===== src/rtl/writeback_pkg.sv =====
// Shared encodings for the writeback stage:
// source select codes and NZP condition-code values.
package writeback_pkg;

   localparam logic [1:0] WB_SRC_ALU     = 2'h0;
   localparam logic [1:0] WB_SRC_MEM     = 2'h1;
   localparam logic [1:0] WB_SRC_PC      = 2'h2;
   localparam logic [1:0] WB_SRC_ILLEGAL = 2'h3;

   localparam logic [2:0] NZP_N     = 3'b100;
   localparam logic [2:0] NZP_Z     = 3'b010;
   localparam logic [2:0] NZP_P     = 3'b001;
   localparam logic [2:0] NZP_RESET = NZP_Z;

endpackage


===== src/rtl/wb_reg_array.sv =====
// Register file: one write port, two async read ports,
// optional same-cycle write-to-read bypass.
module wb_reg_array #(
   parameter int DATA_W   = 16,
   parameter int NUM_REGS = 8,
   parameter int ADDR_W   = 3,
   parameter bit BYPASS   = 1'b1
) (
   input  logic              clk,
   input  logic              rst,
   input  logic              i_we,
   input  logic [ADDR_W-1:0] i_waddr,
   input  logic [DATA_W-1:0] i_wdata,
   input  logic [ADDR_W-1:0] i_raddr1,
   input  logic [ADDR_W-1:0] i_raddr2,
   output logic [DATA_W-1:0] o_rdata1,
   output logic [DATA_W-1:0] o_rdata2
);

   localparam logic [ADDR_W:0] NR = NUM_REGS[ADDR_W:0];

   logic [DATA_W-1:0] r_mem [NUM_REGS];

   // Storage: cleared asynchronously, written on a legal commit
   always_ff @(posedge clk or negedge rst) begin
      if (!rst) begin
         for (int i = 0; i < NUM_REGS; i++) r_mem[i] <= '0;
      end else if (i_we) begin
         r_mem[i_waddr] <= i_wdata;
      end
   end

   // Read port 1: out-of-range reads 0, bypass when enabled
   always_comb begin
      o_rdata1 = '0;
      if ({1'b0, i_raddr1} < NR) begin
         if (BYPASS && i_we && (i_raddr1 == i_waddr))
            o_rdata1 = i_wdata;
         else
            o_rdata1 = r_mem[i_raddr1];
      end
   end

   // Read port 2: same behaviour as port 1
   always_comb begin
      o_rdata2 = '0;
      if ({1'b0, i_raddr2} < NR) begin
         if (BYPASS && i_we && (i_raddr2 == i_waddr))
            o_rdata2 = i_wdata;
         else
            o_rdata2 = r_mem[i_raddr2];
      end
   end

endmodule


===== src/rtl/writeback_rf_sb.sv =====
// Writeback stage: source mux, register commit, NZP update
// and a pending-destination scoreboard for decode stalls.
module writeback_rf_sb
   import writeback_pkg::*;
#(
   parameter int DATA_W   = 16,
   parameter int NUM_REGS = 8,
   parameter int ADDR_W   = 3,
   parameter bit BYPASS   = 1'b1
) (
   input  logic                clk,
   input  logic                rst,
   input  logic                enable_writeback,
   input  logic [1:0]          W_Control,
   input  logic [DATA_W-1:0]   aluout,
   input  logic [DATA_W-1:0]   memout,
   input  logic [DATA_W-1:0]   pcout,
   input  logic [ADDR_W-1:0]   dr,
   input  logic                cc_en,
   input  logic [ADDR_W-1:0]   sr1,
   input  logic [ADDR_W-1:0]   sr2,
   output logic [DATA_W-1:0]   VSR1,
   output logic [DATA_W-1:0]   VSR2,
   input  logic                claim_valid,
   input  logic [ADDR_W-1:0]   claim_dr,
   output logic [NUM_REGS-1:0] busy_vec,
   output logic                sr1_busy,
   output logic                sr2_busy,
   output logic [2:0]          nzp,
   output logic                err
);

   localparam logic [ADDR_W:0] NR = NUM_REGS[ADDR_W:0];

   logic [DATA_W-1:0]   w_dr_in;
   logic                w_dr_ok;
   logic                w_src_ok;
   logic                w_commit;
   logic                w_illegal;
   logic                w_claim;
   logic [2:0]          w_nzp_new;
   logic [NUM_REGS-1:0] w_busy_nxt;
   logic [NUM_REGS-1:0] r_busy;
   logic [2:0]          r_nzp;
   logic                r_err;

   assign w_dr_ok   = ({1'b0, dr} < NR);
   assign w_src_ok  = (W_Control != WB_SRC_ILLEGAL);
   assign w_commit  = enable_writeback & w_src_ok & w_dr_ok;
   assign w_illegal = enable_writeback & ~(w_src_ok & w_dr_ok);
   assign w_claim   = claim_valid & ({1'b0, claim_dr} < NR);

   // Writeback source select
   always_comb begin
      w_dr_in = '0;
      case (W_Control)
         WB_SRC_ALU: w_dr_in = aluout;
         WB_SRC_MEM: w_dr_in = memout;
         WB_SRC_PC:  w_dr_in = pcout;
         default:    w_dr_in = '0;
      endcase
   end

   // Condition code derived from the committed value
   always_comb begin
      w_nzp_new = NZP_P;
      if (w_dr_in[DATA_W-1])  w_nzp_new = NZP_N;
      else if (w_dr_in == '0) w_nzp_new = NZP_Z;
   end

   // Next scoreboard: commit clears, then a claim re-sets
   always_comb begin
      w_busy_nxt = r_busy;
      if (w_commit) w_busy_nxt[dr] = 1'b0;
      if (w_claim)  w_busy_nxt[claim_dr] = 1'b1;
   end

   // Scoreboard, condition codes and sticky error state
   always_ff @(posedge clk or negedge rst) begin
      if (!rst) begin
         r_busy <= '0;
         r_nzp  <= NZP_RESET;
         r_err  <= 1'b0;
      end else begin
         r_busy <= w_busy_nxt;
         if (w_commit && cc_en) r_nzp <= w_nzp_new;
         if (w_illegal) r_err <= 1'b1;
      end
   end

   // Hazard report includes a claim arriving this cycle
   always_comb begin
      sr1_busy = w_claim & (claim_dr == sr1);
      sr2_busy = w_claim & (claim_dr == sr2);
      if ({1'b0, sr1} < NR) sr1_busy = sr1_busy | r_busy[sr1];
      if ({1'b0, sr2} < NR) sr2_busy = sr2_busy | r_busy[sr2];
   end

   assign busy_vec = r_busy;
   assign nzp      = r_nzp;
   assign err      = r_err;

   wb_reg_array #(
      .DATA_W   (DATA_W),
      .NUM_REGS (NUM_REGS),
      .ADDR_W   (ADDR_W),
      .BYPASS   (BYPASS)
   ) u_rf (
      .clk      (clk),
      .rst      (rst),
      .i_we     (w_commit),
      .i_waddr  (dr),
      .i_wdata  (w_dr_in),
      .i_raddr1 (sr1),
      .i_raddr2 (sr2),
      .o_rdata1 (VSR1),
      .o_rdata2 (VSR2)
   );

endmodule

===== config.mk =====
export PLATFORM = sky130hd
export DESIGN_NAME = writeback_rf_sb
export DESIGN_NICKNAME = d
export VERILOG_FILES = /design/src/rtl/writeback_pkg.sv /design/src/rtl/wb_reg_array.sv /design/src/rtl/writeback_rf_sb.sv
export SDC_FILE = /design/constraint.sdc
export NUM_CORES = 1
export LEC_CHECK = 0
export BUFFER_PORTS_ARGS = -buffer_cell sky130_fd_sc_hd__buf_2
export CORE_ASPECT_RATIO = 1.5
export CORE_MARGIN = 5
export CORE_UTILIZATION = 29
export CTS_BUF_LIST = sky130_fd_sc_hd__clkbuf_8
export DETAILED_ROUTE_END_ITERATION = 7
export SYNTH_ARGS = -nofsm -noshare
export SYNTH_HDL_FRONTEND = slang
export SYNTH_SLANG_ARGS = --single-unit

===== constraint.sdc =====
create_clock -name clk -period 2.4 [get_ports clk]
set_input_delay 0.48 -clock clk [delete_from_list [all_inputs] [get_ports clk]]
set_output_delay 0.48 -clock clk [all_outputs]
set_load 0.02 [all_outputs]

[Yosys cells after proc, flatten, opt, wreduce, memory -nomap -nowiden]
Index checks and enable logic that the tools add are counted.
W data, S select, Z words.
Operators by class
  reductions and logical operators: 8
  eq/ne operators: 7
  bitwise operators: 13
  mux-type cells: 24
  magnitude comparators: 10
Operators with widths (number)
  $bwmux W128: 1
  $mux W16: 7
  $bmux W16 S3: 2
  $demux W16 S3: 1
  $pmux W16 S3: 1
  $logic_not A16 Y1: 1
  $lt A3 B4 Y1 const B: 4
  $mux W8: 2
  $eq A3 B3 Y1: 4
  $ge A4 B4 Y1 const B: 3
  $not A3 Y4: 3
  $and A8 B8 Y8: 1
  $not A8 Y8: 1
  $or A8 B8 Y8: 1
  $bmux W1 S3: 2
  $demux W1 S3: 2
  $ge A3 B1 Y1 const B: 2
  $logic_and A1 B1 Y1: 6
  $and A1 B1 Y1: 4
  $lt A4 B1 Y1 const B: 1
  $mux W1: 4
  $mux W3: 1
  $eq A2 B1 Y1 const B: 1
  $eq A2 B2 Y1 const B: 1
  5 further kinds: 6
Word-level totals
  output and inout bits: 46
  register bits after elaboration: 140
  input port bits: 67
  word-level logic and storage cells: 73

[Depth between registers and ports, before layout]
  depth after elaboration: 9
  mapped depth: 8
  depth with buffers taken out: 5

[Cells and area by module]
Synthesis repeated with hierarchy kept, for this count alone.
Unflattened totals
  cell total of the unflattened synthesis: 566
  area total of the unflattened synthesis: 8620.8 sq um
By module, submodules not included
  wb_reg_array: area each 7526.0 sq um, times used 1, cells an instance 452, seq. area each 3203.1 sq um
  writeback_rf_sb: area each 1094.8 sq um, times used 1, cells an instance 114, seq. area each 301.5 sq um

[Worst setup path before layout]
OpenSTA, ideal clock, no wires.
  path type: input to output
  start point: in sr2[0]
  end point: out VSR2[15]
  required time: 1920 ps
  buffers on the path: 2
  setup slack: -165 ps
  arrival: 2085 ps
  stages: 6
  path through: buf_2 > buf_2 > mux4_2 > mux2_2 > nand2_1 > o21ai_0
Between the ends
  cells in the longest elaborated chain, start to end: 5
  elaborated cells between the ends (all ways): 7
  those cells by class: eq/ne: 1; mux: 4; bitwise: 1; reduce/logical: 1
RTL lines
  start, declared: line writeback_rf_sb.sv:21  | input logic [ADDR_W-1:0] sr2,
  $not A3 Y4 (implied by the code): line wb_reg_array.sv:51  | o_rdata2 = r_mem[i_raddr2];
  $bmux W16 S3: line wb_reg_array.sv:51
  $mux W16 (implied by the code) (2 in series): line wb_reg_array.sv:51
  $mux W16 (*): line wb_reg_array.sv:48  | if (BYPASS && i_we && (i_raddr2 == i_waddr))
  end, declared: line writeback_rf_sb.sv:23  | output logic [DATA_W-1:0] VSR2,
Every way passes the cells marked *; elsewhere a longest branch is shown, timed or not. The select of a mux whose other input is x is not followed.

[Worst setup path after layout]
  start point: reg u_rf.r_mem[117] (netlist name)
  end point: out VSR2[5]
Between the ends
  cells in the longest elaborated chain, start to end: 4
RTL lines
  start, declared: line wb_reg_array.sv:22  | logic [DATA_W-1:0] r_mem [NUM_REGS];
  start signal, assigned by index: line wb_reg_array.sv:29  | r_mem[i_waddr] <= i_wdata;
  $bmux W16 S3: line wb_reg_array.sv:51
  $mux W16 (implied by the code) (2 in series): line wb_reg_array.sv:51
  $mux W16: line wb_reg_array.sv:48
Every way passes these cells. The select of a mux whose other input is x is not followed.

==> flow_summary.toml <==
[setup_path]
start_kind = "register"
path_class = "reg2out"
cp_common_cell = "buf_6"
cpPeakStageDelay_ns = 0.43
crit_fanout = 2
critPathCaptureType = "output pin"
critical_path_required_ns = 1.92
reg2reg_slack_ns = 1.61
cp_cell_sequence = "buf_6 > mux4_2 > mux2_4 > nand2_2 > o21ai_2 > buf_6"
crit_slowest_cell = "mux4_2"
arrival_ns = 1.95

[sta]
rsz0062_at_grt = "yes"
max_freq_mhz = 411
hold_violations = 0
skew_ns = 0
final_max_slew_viol_count = 0
worstMarginPinSlew_ns = 0.413
slew-limit-headroom_pct = 72.5
fin_crit_sh_pct = 101
setup_slack_ns = -0.0326
finalCriticalPeriod_ns = 2.43
finalSetupViolCount = 6

[cells_and_area]
final_cell_mix = "dfrtp_1 (139), buf_2 (78), nand2_1 (75), nor2_1 (69), mux4_2 (68)"
final_cells = 1244
area_delta_synth_final_pct = 34.7
drive_above_1_share_pct = 44.3
nets = 955
layout_commonest_cell = "dfrtp_1"

[synthesis]
ys_ff_latch = 140
synthesis.area_mm2 = 0.00792
synthXorXnorAreaFrac_pct = 1.11
synth_top_family_by_area = "multiplexers"
yosys_warnings = 0
synth-compound-area-share_pct = 13.4
syn_area_per_cell_um2 = 10.6
post_synth_num_cell_types = 33
synth_nets = 813
netlist_instances = 746
ys_seq_area_share_pct = 44.3
muxShareOfSynthArea_pct = 25.9
synthSimpleGateAreaFrac_pct = 10.4
synthAdderAreaFrac_pct = 0

[pwr]
p_comb_share_pct = 35.2
power_mw = 8.52
power_density_mw_per_mm2 = 799
internal-power_mw = 5.73
leakagePower_nw = 4.64
switchingPower_mw = 2.79
clock_power_share_pct = 26.2
p_seq_share_pct = 38.6
ir_worst_vdd_uv = 310
switching_share_pct = 32.8

[die]
io_pins = 113
initial_utilization_pct = 29.2
die_y_um = 212
die_area_mm2 = 0.0308
fp.dieW_um = 145
fp-row-count = 74
core-area_mm2 = 0.0271

[drt]
dr.first_iter.drc_count = 297
drt_first_pass_iters = 4
via_per_inst = 5.16
vias = 6415
drt-total-wl_mm = 24.9
postRouteAntennaNets = 0
wl_per_cell_um = 20.0
drc = 0

[place]
numPortBuffers = 112
dp_hpwl_mm = 17.0
place_inst = 1194
place.gp.congestion = 0.860

[grt]
grt_pass1_vias = 6930
grt_pass1_wl_mm = 39.1
grt_max_degree = 60
busiest_layer = "met2"
met3_usage_pct = 2.54
grt_use_total_pct = 16.7
grtUsageMet1_pct = 19.0
antenna_found_initial = 1
overflow = 0
grt_util_met2_pct = 29.7

[job]
drv_cap = 0

[clock_tree]
cts.path.max_buffers = 2
ctsHtreeMaxLevel = 4
clock_sinks = 140
clock_insertion_delay_worst_skew_ns = 0.45
cts.clk_slew.worst_paths_ns = 0.09
cts_tree = "built"
root_buffer = "clkbuf_8"
cts-buffers-inserted = 17

[min_path]
hp-class = "in2reg"

[outcome]
status = "finished with violations"
failed_checks = "setup timing"
## routing by layer
layer	vias to the layer above	wire length, µm
met4	0	1040
met1	3190	9490
li1	2975	-
met2	195	13400
met5	-	0
met3	55	974
## state kept, by name, indices dropped and copies added (netlist names)
| name | cells |
|---|---|
| busy_vec | 8 |
| nzp | 3 |
| u_rf.r_mem | 128 |
| err | 1 |
## synth_stat cells, drive strengths merged
library cell  instances  area share [%]
and2                  3            0.24
a21boi                1            0.14
dfstp                 1            0.33
nor3                  2            0.13
o32ai                 1            0.11
or4                   1           0.095
mux2i                16             2.0
nor2                 69             3.3
a41oi                 2            0.22
nand2               104             4.9
dfrtp               139              44
mux2                 32             4.6
a31o                  1            0.11
and3                  1           0.079
a2bb2oi              16             1.8
inv                   5            0.24
o22ai                 1           0.079
nand4                 7            0.55
nand3                 6            0.38
mux4                 68              19
clkbuf               53             2.5
buf                  28             2.1
a21oi                67             4.2
nor2b                 6            0.57
a22o                  1            0.11
o21ai               101             6.4
nand2b                2            0.16
a32o                  2            0.25
xnor2                10             1.1
## cell families after synthesis
group | count (synthesis)
flops | 140
buf+inv | 86
simple gates | 201
compound gates | 193
xor+xnor | 10
mux | 116
## worst paths after layout
check,to,cells after the start,startpoint
setup / recovery,VSR2[5],6,u_rf.r_mem[117]
hold / removal,nzp[1],3,cc_en
setup reg to reg,u_rf.r_mem[21],3,u_rf.r_mem[21]
hold reg to reg,nzp[1],2,nzp[1]
max in group asynchronous,u_rf.r_mem[59],3,rst
min in group asynchronous,u_rf.r_mem[34],2,rst
## final cells by class
class,count,area (µm²)
flip-flops and latches,140,3500
inverters,5,18.8
well taps,342,428
clock inverters,15,223
diodes,1,2.50
multi-input cells,520,4430
fillers,2558,16500
repair buffers,204,1820
clock buffers,17,234
## metrics by stage
stage          cell area [µm²]  setup WS (ns)  hold WS [ns]  util (%)  setup TNS (ns)
2_1_floorplan             7930        -0.0670         0.184         -          -0.333
3_3_place_gp              9370         -0.138         0.429      34.5           -3.28
3_5_place_dp              9370         -0.142         0.426      34.5           -3.55
4_1_cts                  10200        -0.0609         0.258      37.7          -0.517
5_1_grt                  10700         -0.114         0.259      39.3          -0.993
6_report                 10700        -0.0326         0.270      39.3         -0.0805
## worst max-delay path: cells and delay by family (launching register included)
family,cells,cell delay (ns)
and+or+nand+nor,1,0.06
AOI/OAI and AO/OA,1,0.05
buffers and inverters,2,0.26
muxes,2,0.71
DFF,1,0.41
## power groups by stage
stage | Combinational (mW) | Clock [mW] | Sequential (mW)
after floorplan | 1.65 | 0 | 3.21
after global placement | 2.41 | 0 | 3.29
after detailed placement | 2.45 | 0 | 3.32
after CTS | 2.74 | 2.27 | 3.28
after global routing | 3.24 | 2.37 | 3.35
final | 2.99 | 2.23 | 3.29
## what timing repair did
action	in CTS	in global routing
endpoints found under the hold margin	37	0
gates resized for setup	96	91
pin swaps	6	21
endpoints found under the setup margin	34	34
cloned	2	1
hold buffers	1	0
buffers inserted	6	9
Note: power is estimated with default switching activity, not from simulation.
